===== config.mk =====
export PLATFORM = sky130hd
export DESIGN_NAME = collision_response
export DESIGN_NICKNAME = d
export VERILOG_FILES = /design/src/rtl/galaga_pkg.sv /design/src/rtl/ship_life_tracker.sv /design/src/rtl/collision_response.sv
export SDC_FILE = /design/constraint.sdc
export NUM_CORES = 1
export LEC_CHECK = 0
export BUFFER_PORTS_ARGS = -buffer_cell sky130_fd_sc_hd__clkbuf_2
export CAP_MARGIN = 30
export CORE_AREA = 2 2 159 161
export DETAILED_ROUTE_END_ITERATION = 12
export DIE_AREA = 0 0 161 163
export PLACE_DENSITY_LB_ADDON = 0.08
export SKIP_LAST_GASP = 1
export SYNTH_ARGS = -nofsm -noshare
export SYNTH_HDL_FRONTEND = slang
export SYNTH_SLANG_ARGS = --single-unit
export TNS_END_PERCENT = 30

===== constraint.sdc =====
create_clock -name VGA_CLK -period 3.7 [get_ports VGA_CLK]
set_input_delay 0.74 -clock VGA_CLK [delete_from_list [all_inputs] [get_ports VGA_CLK]]
set_output_delay 0.74 -clock VGA_CLK [all_outputs]
set_load 0.01 [all_outputs]

===== src/rtl/galaga_pkg.sv =====
// Shared types and defaults for the collision response block:
// FSM state enum, parameter defaults and a saturating 16-bit adder.
package galaga_pkg;

    typedef enum logic [1:0] {
        ST_IDLE  = 2'd0,
        ST_TALLY = 2'd1,
        ST_APPLY = 2'd2,
        ST_PULSE = 2'd3
    } state_e;

    localparam int DEF_N_NPC         = 10;
    localparam int DEF_N_ROCKET      = 15;
    localparam int DEF_NPC_POINTS    = 50;
    localparam int DEF_START_LIVES   = 3;
    localparam int DEF_INVULN_FRAMES = 120;

    // Score additions clamp at all-ones instead of wrapping.
    function automatic logic [15:0] sat_add16(
        input logic [15:0] a,
        input logic [15:0] b
    );
        logic [16:0] s;
        s = {1'b0, a} + {1'b0, b};
        return s[16] ? 16'hFFFF : s[15:0];
    endfunction

endpackage


===== src/rtl/ship_life_tracker.sv =====
// Per-ship lives and post-hit immunity counter.
// Ports: clk_i/rst_ni, clear_i restart, apply_i frame step, hit_i, freeze_i -> lives_o, invuln_o.
module ship_life_tracker
    import galaga_pkg::*;
#(
    parameter int START_LIVES   = DEF_START_LIVES,
    parameter int INVULN_FRAMES = DEF_INVULN_FRAMES
) (
    input  logic       clk_i,
    input  logic       rst_ni,
    input  logic       clear_i,
    input  logic       apply_i,
    input  logic       hit_i,
    input  logic       freeze_i,
    output logic [1:0] lives_o,
    output logic       invuln_o
);

    localparam int CW = (INVULN_FRAMES > 0) ? $clog2(INVULN_FRAMES + 1) : 1;

    logic [1:0]    lives_q, lives_d;
    logic [CW-1:0] cnt_q, cnt_d;
    logic          accept;

    // A hit only counts while vulnerable, alive, and the game is live.
    assign accept = hit_i && (cnt_q == '0) && (lives_q != 2'd0) && !freeze_i;

    always_comb begin
        lives_d = lives_q;
        cnt_d   = cnt_q;
        if (clear_i) begin
            lives_d = 2'(START_LIVES);
            cnt_d   = '0;
        end else if (apply_i) begin
            if (accept) begin
                lives_d = lives_q - 2'd1;
                cnt_d   = CW'(INVULN_FRAMES);
            end else if (cnt_q != '0) begin
                cnt_d = cnt_q - CW'(1);
            end
        end
    end

    always_ff @(posedge clk_i or negedge rst_ni) begin
        if (!rst_ni) begin
            lives_q <= 2'(START_LIVES);
            cnt_q   <= '0;
        end else begin
            lives_q <= lives_d;
            cnt_q   <= cnt_d;
        end
    end

    assign lives_o  = lives_q;
    assign invuln_o = (cnt_q != '0);

endmodule


===== src/rtl/collision_response.sv =====
// Per-frame game-state update: tallies enemy kills, scores, lives, waves.
// Ports: VGA_CLK/Reset, frame_clk strobe, game_start, latched hit flags in;
// scores, lives, invuln, NPC_alive, wave, pulses and status flags out.
module collision_response
    import galaga_pkg::*;
#(
    parameter int N_NPC         = DEF_N_NPC,
    parameter int N_ROCKET      = DEF_N_ROCKET,
    parameter int NPC_POINTS    = DEF_NPC_POINTS,
    parameter int START_LIVES   = DEF_START_LIVES,
    parameter int INVULN_FRAMES = DEF_INVULN_FRAMES
) (
    input  logic                VGA_CLK,
    input  logic                Reset,
    input  logic                frame_clk,
    input  logic                game_start,
    input  logic                Ship_Collision,
    input  logic                Ship_Collision2,
    input  logic [N_ROCKET-1:0] Rocket_Collision,
    input  logic [N_ROCKET-1:0] Rocket_Collision2,
    input  logic [N_NPC-1:0]    NPC_Collision,
    output logic [15:0]         score,
    output logic [15:0]         score2,
    output logic [1:0]          lives,
    output logic [1:0]          lives2,
    output logic                invuln,
    output logic                invuln2,
    output logic [N_NPC-1:0]    NPC_alive,
    output logic [3:0]          wave,
    output logic [N_ROCKET-1:0] rocket_kill,
    output logic [N_ROCKET-1:0] rocket_kill2,
    output logic                update_done,
    output logic                game_over,
    output logic                overrun
);

    localparam int IW = (N_NPC > 1) ? $clog2(N_NPC) : 1;
    localparam int KW = $clog2(N_NPC + 1);

    state_e              state_q;
    logic                fc_q;
    logic [IW-1:0]       idx_q;
    logic [KW-1:0]       kills_q;
    logic [N_NPC-1:0]    cap_npc_q;
    logic [N_ROCKET-1:0] cap_rk_q, cap_rk2_q;
    logic                cap_s1_q, cap_s2_q;
    logic [15:0]         score_q, score2_q;
    logic [N_NPC-1:0]    alive_q;
    logic [3:0]          wave_q;
    logic [N_ROCKET-1:0] kill_q, kill2_q;
    logic                done_q, go_q, ovr_q;

    logic             frame_edge, start, apply, tally_bit;
    logic [15:0]      points;
    logic [N_NPC-1:0] alive_left;

    assign frame_edge = !fc_q && frame_clk;
    assign start      = (state_q == ST_IDLE) && game_start;
    assign apply      = (state_q == ST_APPLY);
    assign tally_bit  = cap_npc_q[idx_q] & alive_q[idx_q];
    assign points     = 16'(kills_q) * 16'(NPC_POINTS);
    assign alive_left = alive_q & ~cap_npc_q;

    always_ff @(posedge VGA_CLK or negedge Reset) begin
        if (!Reset) begin
            state_q   <= ST_IDLE;
            fc_q      <= 1'b0;
            idx_q     <= '0;
            kills_q   <= '0;
            cap_npc_q <= '0;
            cap_rk_q  <= '0;
            cap_rk2_q <= '0;
            cap_s1_q  <= 1'b0;
            cap_s2_q  <= 1'b0;
            score_q   <= '0;
            score2_q  <= '0;
            alive_q   <= '1;
            wave_q    <= '0;
            kill_q    <= '0;
            kill2_q   <= '0;
            done_q    <= 1'b0;
            go_q      <= 1'b0;
            ovr_q     <= 1'b0;
        end else begin
            fc_q    <= frame_clk;
            done_q  <= 1'b0;
            kill_q  <= '0;
            kill2_q <= '0;
            go_q    <= (lives == 2'd0) && (lives2 == 2'd0);
            if (frame_edge && state_q != ST_IDLE)
                ovr_q <= 1'b1;
            unique case (state_q)
                ST_IDLE: begin
                    if (game_start) begin
                        // Restart beats a coincident frame edge.
                        idx_q    <= '0;
                        kills_q  <= '0;
                        score_q  <= '0;
                        score2_q <= '0;
                        alive_q  <= '1;
                        wave_q   <= '0;
                        go_q     <= 1'b0;
                        ovr_q    <= 1'b0;
                    end else if (frame_edge) begin
                        cap_npc_q <= NPC_Collision;
                        cap_rk_q  <= Rocket_Collision;
                        cap_rk2_q <= Rocket_Collision2;
                        cap_s1_q  <= Ship_Collision;
                        cap_s2_q  <= Ship_Collision2;
                        idx_q     <= '0;
                        kills_q   <= '0;
                        state_q   <= ST_TALLY;
                    end
                end
                ST_TALLY: begin
                    kills_q <= kills_q + KW'(tally_bit);
                    idx_q   <= idx_q + IW'(1);
                    if (idx_q == IW'(N_NPC - 1))
                        state_q <= ST_APPLY;
                end
                ST_APPLY: begin
                    if (!go_q) begin
                        if (|cap_rk_q)
                            score_q <= sat_add16(score_q, points);
                        else if (|cap_rk2_q)
                            score2_q <= sat_add16(score2_q, points);
                    end
                    // Wave cleared: respawn the whole formation at once.
                    if (alive_left == '0) begin
                        alive_q <= '1;
                        wave_q  <= wave_q + 4'd1;
                    end else begin
                        alive_q <= alive_left;
                    end
                    state_q <= ST_PULSE;
                end
                ST_PULSE: begin
                    done_q  <= 1'b1;
                    kill_q  <= cap_rk_q;
                    kill2_q <= cap_rk2_q;
                    state_q <= ST_IDLE;
                end
                default: state_q <= ST_IDLE;
            endcase
        end
    end

    ship_life_tracker #(
        .START_LIVES  (START_LIVES),
        .INVULN_FRAMES(INVULN_FRAMES)
    ) u_ship1 (
        .clk_i   (VGA_CLK),
        .rst_ni  (Reset),
        .clear_i (start),
        .apply_i (apply),
        .hit_i   (cap_s1_q),
        .freeze_i(go_q),
        .lives_o (lives),
        .invuln_o(invuln)
    );

    ship_life_tracker #(
        .START_LIVES  (START_LIVES),
        .INVULN_FRAMES(INVULN_FRAMES)
    ) u_ship2 (
        .clk_i   (VGA_CLK),
        .rst_ni  (Reset),
        .clear_i (start),
        .apply_i (apply),
        .hit_i   (cap_s2_q),
        .freeze_i(go_q),
        .lives_o (lives2),
        .invuln_o(invuln2)
    );

    assign score        = score_q;
    assign score2       = score2_q;
    assign NPC_alive    = alive_q;
    assign wave         = wave_q;
    assign rocket_kill  = kill_q;
    assign rocket_kill2 = kill2_q;
    assign update_done  = done_q;
    assign game_over    = go_q;
    assign overrun      = ovr_q;

endmodule


# Word level (Yosys, flattened, before mapping)
# Cells that the tools add are included.
dict set report op_classes {
  n_addsub 9
  mul 1
  n_lt_le_gt_ge 1
  n_eq_ne 14
  muxes 50
  n_bitwise 4
  reduce_logical 43
}
# operator n
set ops {}
lappend ops {{$mux W16} 8}
lappend ops {{$pmux W16 S2} 2}
lappend ops {{$mux W7} 8}
lappend ops {{$add A16 B10 Y17} 2}
lappend ops {{$mux W15} 2}
lappend ops {{$reduce_or A15 Y1} 2}
lappend ops {{$pmux W4 S2} 3}
lappend ops {{$mux W10} 2}
lappend ops {{$pmux W10 S2} 1}
lappend ops {{$mux W2} 9}
lappend ops {{$mux W4} 4}
lappend ops {{$reduce_bool A2 Y1} 8}
lappend ops {{$logic_not A7 Y1} 2}
lappend ops {{$reduce_bool A7 Y1} 2}
lappend ops {{$sub A7 B1 Y7 const B} 2}
lappend ops {{$ne A2 B2 Y1 const B} 6}
lappend ops {{$reduce_and A2 Y1} 6}
lappend ops {{$and A10 B10 Y10} 1}
lappend ops {{$logic_and A1 B1 Y1} 10}
lappend ops {{$logic_not A10 Y1} 1}
lappend ops {{$not A10 Y10} 1}
lappend ops {{$mul A4 B5 Y9 const B} 1}
lappend ops {{$reduce_and A3 Y1} 3}
lappend ops {{$add A4 B1 Y4 const B} 2}
lappend ops {{other kinds (18)} 34}
dict set report word_totals {
  regBits 150
  input_bits 46
  output_inout_bits 85
  elab_cells 144
}

# Logic depth before layout (Yosys ltp)
# Gate-level depths: netlist of the first run.
dict set report logic_depth {
  depth_word 7
  depth_mapped 15
}

# Hierarchy
# From an unflattened synthesis of the first run, not the netlist that was laid out.
dict set report unflattened {
  hier_cells 735
  hier_area_um2 7801.2
}
# mod n_inst cells_each area_per_inst_um2 seq_area_each_um2
set modules_own_cells {}
lappend modules_own_cells {collision_response 1 610 6665.1 3315.7}
lappend modules_own_cells {{ship_life_tracker at u_ship2} 1 64 584.3 227.7}
lappend modules_own_cells {{ship_life_tracker at u_ship1} 1 61 551.8 227.7}

# Worst setup path after synthesis of the first run
# Ideal clock, no wire load.
dict set report synth_path {
  path_kind {reg-to-reg}
  startpoint {reg kills_q[0]}
  endpoint {reg score_q[3], in the netlist score[3]}
  setup_ns 0.126
  t_arrival_ns 3.103
  t_required_ns 3.574
  slack_ns 0.470
  path_stages_with_launch 14
  cell_sequence {dfrtp_1 -> ha_1 -> ha_1 -> fa_1 -> a31oi_1 -> xnor2_1 -> ha_1 -> a21oi_1 -> o21ai_0 -> or2_0 -> buf_2 -> and3_1 -> buf_6 -> a221o_1}
}
dict set report synth_via {
  elab_chain_cells 6
}
# item line_no
set synth_lines {}
lappend synth_lines {{from (decl)} collision_response.sv:43} ;# logic [KW-1:0] kills_q;
lappend synth_lines {{from (signal assigned)} collision_response.sv:116} ;# kills_q <= kills_q + KW'(tally_bit);
lappend synth_lines {{$mul A4 B5 Y9} collision_response.sv:61} ;# assign points = 16'(kills_q) * 16'(NPC_POINTS);
lappend synth_lines {{$add A16 B10 Y17} galaga_pkg.sv:24} ;# s = {1'b0, a} + {1'b0, b};
lappend synth_lines {{$mux W16} galaga_pkg.sv:25} ;# return s[16] ? 16'hFFFF : s[15:0];
lappend synth_lines {{$mux W16} collision_response.sv:123} ;# if (|cap_rk_q)
lappend synth_lines {{$mux W16} collision_response.sv:122} ;# if (!go_q) begin
lappend synth_lines {{$pmux W16 S2} collision_response.sv:92} ;# unique case (state_q)
lappend synth_lines {{to (signal assigned)} collision_response.sv:124} ;# score_q <= sat_add16(score_q, points);
lappend synth_lines {{to (decl)} collision_response.sv:47} ;# logic [15:0] score_q, score2_q;
# Every way passes these cells. The select of a mux whose other input is x is not followed.
# A chain may end at the register's enable or synchronous reset.

# Worst setup path after layout of the first run
dict set report layout_path {
  startpoint {reg kills_q[0]}
  endpoint {reg score_q[9], in the netlist score[9]}
}
# The elaborated chain is that of the path after synthesis.

==> flow_summary.toml, run 1 <==
[setup_path]
crit_type = "reg -> reg"
cp_top_family = "adder cells"
startpoint_type = "flop"
worstPathCellList = "ha_1, ha_1, fa_1, a31oi_1, xnor2_1, ha_1, a21oi_1, o21ai_0, or2_0, and3_2, a221o_1"
rrSetupSlack_ns = 0.24
path_max_fanout = 11
critPathBufInv = 0
crit_path_end_kind = "flop"
crit_required_ns = 4.00
crit_top_cell = "ha_1"
cp.arrival_ns = 3.76
cp_slowest_cell = "dfrtp_1"
critical-path-max-stage-delay_ns = 0.47

[synth]
synth_warnings = 0
synth_area_um2 = 7710
synth_top_area_share_pct = 44.1
synth-seq-cells = 150
synth_enable_flop_cells = 0
syn_inst = 724
syn_area_per_cell_um2 = 10.7
async_flop_share_pct = 100
synth_nets = 815
ys_dominant_reg_cell = "dfrtp_1"
netlist_top_cells_count = "dfrtp_1, nand2_1, a21oi_1, mux2_2, ha_1"
synthDistinctLibCells = 67
yosysMostFrequentCell = "dfrtp_1"
synth_area_leaders = "dfrtp_1, ha_1, mux2_2"
ys_seq_area_share_pct = 48.9
synth_top_area_cell = "dfrtp_1"

[sta]
tightestPinTransition_ns = 0.801
maxSlewHeadroom_pct = 46.6
min_period_ns = 3.46
skew_ns = 0.0142
setup_viol = 0
hold_viol = 0
slew_violations = 0
fin_setup_tns_ns = 0
fmax_mhz = 289
post-route-period-util_pct = 93.5
rsz0062_at_grt = "false"

[clocking]
post-cts-setup-buffer-count = 0
numCtsBuffers = 17
path_clk_slew_ns = 0.07
root_buffer = "clkbuf_16"
cts_sinks = 150
h-tree-depth = 4
clockBufferDepth = 2
cts_tree = "yes"
clk_latency_ns = 0.42

[pwr]
p_per_area_nw_per_um2 = 770
max-vdd-ir-drop_mv = 0.287
leakage_nw = 4.62

[routing]
ant_nets = 0
wire_per_inst_um = 16.3
vias = 5939
wirelength_mm = 19.6
via_per_inst = 4.95
drcViolationCount = 0
first_iter_violations = 224
first_pass_iters = 5

[final_layout]
insertedDiodeCount = 0
final_layout_size_suffix_gt1_share_pct = 29.7
fin_nets = 948
final_util_pct = 38.0
fillCellCount = 2509
syn_to_final_growth_pct = 21.6

[floorplanning]
fp.dieW_um = 161
start_util_pct = 31.3
coreArea_um2 = 24700
rows = 58
pin_count = 131
die_y_um = 163
dieArea_um2 = 26200

[global_route]
grt_max_degree = 63
grt_pass1_wl_mm = 32.7
track_usage_pct = 15.7
antenna_found_initial = 0
grt_overflow = 0
grt_pass1_vias = 6157

[placement]
hpwl_mm = 14.6
port_buffers = 130
gp_congestion = 0.821

[min_path]
holdCritPathClass = "in -> async"

[outcome]
status = "completed"

[job]
drv_cap = 0
-- stage by stage --
| stage | setup WS (ns) | cells | instance area [µm²] | hold slack (ns) | total power [mW] |
|---|---|---|---|---|---|
| 3_5_place_dp | 0.192 | 1167 | 8720 | 0.496 | 5.48 |
| 2_1_floorplan | 0.470 | 724 | 7710 | 0.444 | 4.56 |
| 4_1_cts | 0.172 | 1199 | 9340 | 0.324 | 7.30 |
| 6_report | 0.242 | 1200 | 9380 | 0.304 | 7.22 |
| 3_3_place_gp | 0.307 | 1167 | 8720 | 0.485 | 5.39 |
| 5_1_grt | 0.0166 | 1200 | 9380 | 0.336 | 7.82 |
-- layer usage --
layer / vias up / part of all wire (%) / GRT usage (%)
li1: 2849 / - / -
met1: 2953 / 44 / 19.9
met2: 124 / 50 / 27.0
met3: 13 / 4.7 / 4.07
met4: 0 / 0.85 / 3.13
met5: - / 0 / 0
-- final timing paths --
path	from	to	cells past startpoint
max reg2reg	kills_q[0]	score[9]	11
min in group VGA_CLK	frame_clk	fc_q	1
max in group asynchronous	Reset	NPC_alive[4]	2
min	Reset	rocket_kill2[6]	1
min reg2reg	cap_rk2_q[2]	rocket_kill2[2]	1
max	kills_q[0]	score[9]	11
-- cells by family (layout without fill, tap and decap cells) --
| kind of cell | count (synthesis) | after routing | synth area share, % |
|---|---|---|---|
| buf+inv | 66 | 212 | 3.70 |
| flops | 150 | 150 | 48.9 |
| fa+ha+maj | 45 | 45 | 7.59 |
| mux | 45 | 45 | 6.70 |
| xor+xnor | 24 | 24 | 2.72 |
| compound gates | 177 | 177 | 15.6 |
| simple gates | 217 | 217 | 14.8 |
-- layout by cell type, fill, tap and decap left out, drive strengths merged, types with 4 or more instances in the layout --
master  netlist  routed
a21o         27      27
a21oi        51      51
a221o        10      10
a31oi         4       4
and2         35      35
and3          8       8
buf          17      10
clkbuf        9     147
clkinv        1       6
dfrtp       136     136
dfstp        14      14
ha           42      42
inv          39      46
mux2         43      43
nand2        50      50
nand2b        7       7
nand3        29      29
nand4         8       8
nor2         32      32
nor2b         5       5
nor3         15      15
nor4          6       6
o211ai        8       8
o21ai        37      37
o22ai         6       6
or2          10      10
xnor2        14      14
xor2         10      10
-- sequential cells by signal, indices dropped and copies added, names as in the netlist, 4 cells and up --
name	flops
rocket_kill2	15
cap_rk_q	15
score	16
kills_q	4
idx_q	4
wave	4
u_ship2.cnt_q	7
cap_npc_q	10
cap_rk2_q	15
NPC_alive	10
rocket_kill	15
score2	16
u_ship1.cnt_q	7
-- final cells by class --
cell class	instances	area [µm²]	share of cell area [%]
Clock inverter	15	188	2.00
Tap cell	330	413	4.40
Clock buffer	17	425	4.54
Timing Repair Buffer	140	749	7.99
Inverter	40	150	1.60
Multi-Input combinational cell	508	3680	39.2
Sequential cell	150	3770	40.2
-- worst reg2reg max path, delay by kind of cell, from the launching register on --
| kind | cells | cell delay [ns] |
|---|---|---|
| DFF | 1 | 0.47 |
| xor gates and xnor gates | 1 | 0.20 |
| adders and majority gates | 4 | 1.36 |
| and+or+nand+nor | 2 | 0.51 |
| AOI/OAI and AO/OA | 4 | 0.80 |
-- what timing repair did --
action,CTS,global route
endpoints found under the hold margin,0,0
endpoints found under the setup margin,0,11
hold buffers,0,0
resized for setup,0,4
-- report_power, final --
group	internal, mW	total, mW	switching, mW
clock	0.972	1.78	0.805
sequential	2.21	2.67	0.463
combinational	1.19	2.78	1.59
total	4.36	7.22	2.86
Note: power is estimated with default switching activity, not from simulation.
==> run 2, diff against run 1 <==
- CORE_AREA: 2 2 159 161 -> 2 2 160 162
- DIE_AREA: 0 0 161 163 -> 0 0 162 164
- SYNTH_HIERARCHICAL: not set -> 1
==> run 2 against run 1 <==
Total power decreased by 6.7%. Maximum frequency increased by 0.23%. Worst setup slack improved by 0.0078 ns.
==> flow_summary.toml, run 2 <==
[floorplanning]
die_y_um = 164
fp.dieW_um = 162
coreArea_um2 = 24800
dieArea_um2 = 26600
pin_count = 131
rows = 58
start_util_pct = 31.4

[sta]
post-route-period-util_pct = 93.3
rsz0062_at_grt = "false"
hold_viol = 0
tightestPinTransition_ns = 0.747
setup_viol = 0
min_period_ns = 3.45
maxSlewHeadroom_pct = 49.8
fin_setup_tns_ns = 0
slew_violations = 0
fmax_mhz = 290
skew_ns = 0.0151

[job]
drv_cap = 0

[global_route]
grt_overflow = 0
grt_pass1_vias = 6147
grt_max_degree = 66
track_usage_pct = 15.9
grt_pass1_wl_mm = 33.5
antenna_found_initial = 1

[routing]
wire_per_inst_um = 16.8
first_iter_violations = 289
via_per_inst = 5.00
first_pass_iters = 4
ant_nets = 0
wirelength_mm = 20.4
vias = 6061
drcViolationCount = 0

[clocking]
postCtsHoldBufs = 0
numCtsBuffers = 17
cts_sinks = 150
clockBufferDepth = 2
cts_tree = "yes"
root_buffer = "clkbuf_16"
clk_latency_ns = 0.43
h-tree-depth = 4
cts-resized-gates = 0
path_clk_slew_ns = 0.07
post-cts-setup-buffer-count = 0

[setup_path]
crit_type = "reg -> reg"
critical-path-max-stage-delay_ns = 0.47
cp.arrival_ns = 3.81
startpoint_type = "flop"
crit_path_end_kind = "flop"
cp_top_family = "adder cells"
worstPathCellList = "ha_1, ha_1, fa_1, a31oi_1, xnor2_1, ha_1, nand4_1, o221a_2, o31ai_4, and3_1, o21ai_1, nand2_1"
crit_required_ns = 4.06
cp_slowest_cell = "dfrtp_1"
path_max_fanout = 7
crit_top_cell = "ha_1"
rr_worst_depth = 12
critPathBufInv = 0
worst-path-stages = 12

[pwr]
switching_power_mw = 2.61
seq_power_share_pct = 38.9
max-vdd-ir-drop_mv = 0.270
leakage_nw = 4.62
power.internal_mw = 4.13
swShare_pct = 38.7
p_per_area_nw_per_um2 = 711
clock_power_share_pct = 26.3
combPwrFrac_pct = 34.8

[synth]
synth_top_area_cell = "dfrtp_1"
syn_area_per_cell_um2 = 10.6
ys_dominant_reg_cell = "dfrtp_1"
synth_nets = 826
ys_seq_area_share_pct = 48.3
netlist_top_cells_count = "dfrtp_1, nand2_1, ha_1, mux2_2, inv_1"
syn_inst = 735
synth_area_um2 = 7800
synth_warnings = 6
yosysMostFrequentCell = "dfrtp_1"
async_flop_share_pct = 100
synth_area_leaders = "dfrtp_1, ha_1, mux2_2"
synth_top_area_share_pct = 43.6
synthDistinctLibCells = 74
synth_enable_flop_cells = 0
synth-seq-cells = 150

[final_layout]
final_common_cell = "dfrtp_1"
final_cell_mix = "dfrtp_1, clkbuf_2, nand2_1"
multi_input_area_um2 = 3790
seqCellArea_um2 = 3770
fin_nets = 961
fin_area_um2 = 9490
fillCellCount = 2470
syn_to_final_growth_pct = 21.6
insertedDiodeCount = 0
final_layout_size_suffix_gt1_share_pct = 28.8

[placement]
hpwl_mm = 15.1
gp_congestion = 0.850
place_area_um2 = 8820
port_buffers = 130

[min_path]
holdCritPathClass = "in -> async"

[outcome]
status = "completed"
-- run 2: changes by cell type in the layout (fill, tap and decap cells not counted), sizes merged, moves of 5 or more --
cell / delta
nor3: -9
a221o: -9
nor4: +6
a32o: +5
mux2i: +7
a21o: -11
a21oi: -21
nand2: +21
a31oi: +9
-- run 2: worst register-to-register path: cells and delay by family, from the launching register on --
family	cells	cell delay, ns
DFF	1	0.47
adders and majority gates	4	1.37
xor gates and xnor gates	1	0.12
and+or+nand+nor	3	0.71
AOI/OAI and AO/OA	4	0.74
-- run 2: per-layer routing --
metal  share of wire (%)  vias to the layer above  track usage [%]
met1                  46                     2996             20.9
met5               0.064                        -                0
met3                 6.2                       17             4.90
met2                  47                      137             25.6
li1                    -                     2909                -
met4                 1.0                        2             3.86
-- run 2: power by group through the flow --
stage	combinational, mW	clock [mW]	sequential [mW]
6_report	2.35	1.77	2.62
3_5_place_dp	2.36	0	2.65
3_3_place_gp	2.29	0	2.63
2_1_floorplan	1.59	0	2.61
4_1_cts	2.37	1.83	2.63
5_1_grt	2.65	1.91	2.71
-- run 2: cell type report --
type / count / area share [%]
multi-input combinational: 522 / 40.0
sequential: 150 / 39.8
timing repair buffer: 138 / 7.77
clock buffer: 17 / 4.48
tap: 330 / 4.35
clock inverter: 15 / 2.03
inverter: 41 / 1.62
-- run 2: path summary, 6_finish.rpt --
path                                    from              end  slack, ns
min in group VGA_CLK               frame_clk             fc_q       0.47
worst min register to register  cap_rk2_q[0]  rocket_kill2[0]       0.51
worst min-delay path                   Reset        game_over       0.29
max in group asynchronous              Reset     NPC_alive[2]       2.60
worst max register to register    kills_q[1]        score2[9]       0.25
worst max-delay path              kills_q[1]        score2[9]       0.25
-- run 2: logic make-up after synthesis --
kind of cell	Yosys count	share of synthesized area, %
multiplexers	52	7.57
flip-flops	150	48.3
AND/OR/NAND/NOR	244	17.0
adder cells (fa/ha/maj)	45	7.51
buffers and inverters	63	3.34
XOR/XNOR	18	2.02
AO/OA/AOI/OAI	163	14.3
-- run 2: stage by stage --
step	util (%)	total power, mW	hold WS [ns]	setup WS [ns]	instances
detailed placement	35.6	5.02	0.501	0.184	1179
finish	38.2	6.74	0.289	0.249	1213
global route	38.2	7.27	0.312	0.00706	1213
CTS	38.0	6.82	0.295	0.167	1211
floorplan	-	4.19	0.444	0.610	735
global placement	35.6	4.93	0.492	0.300	1179
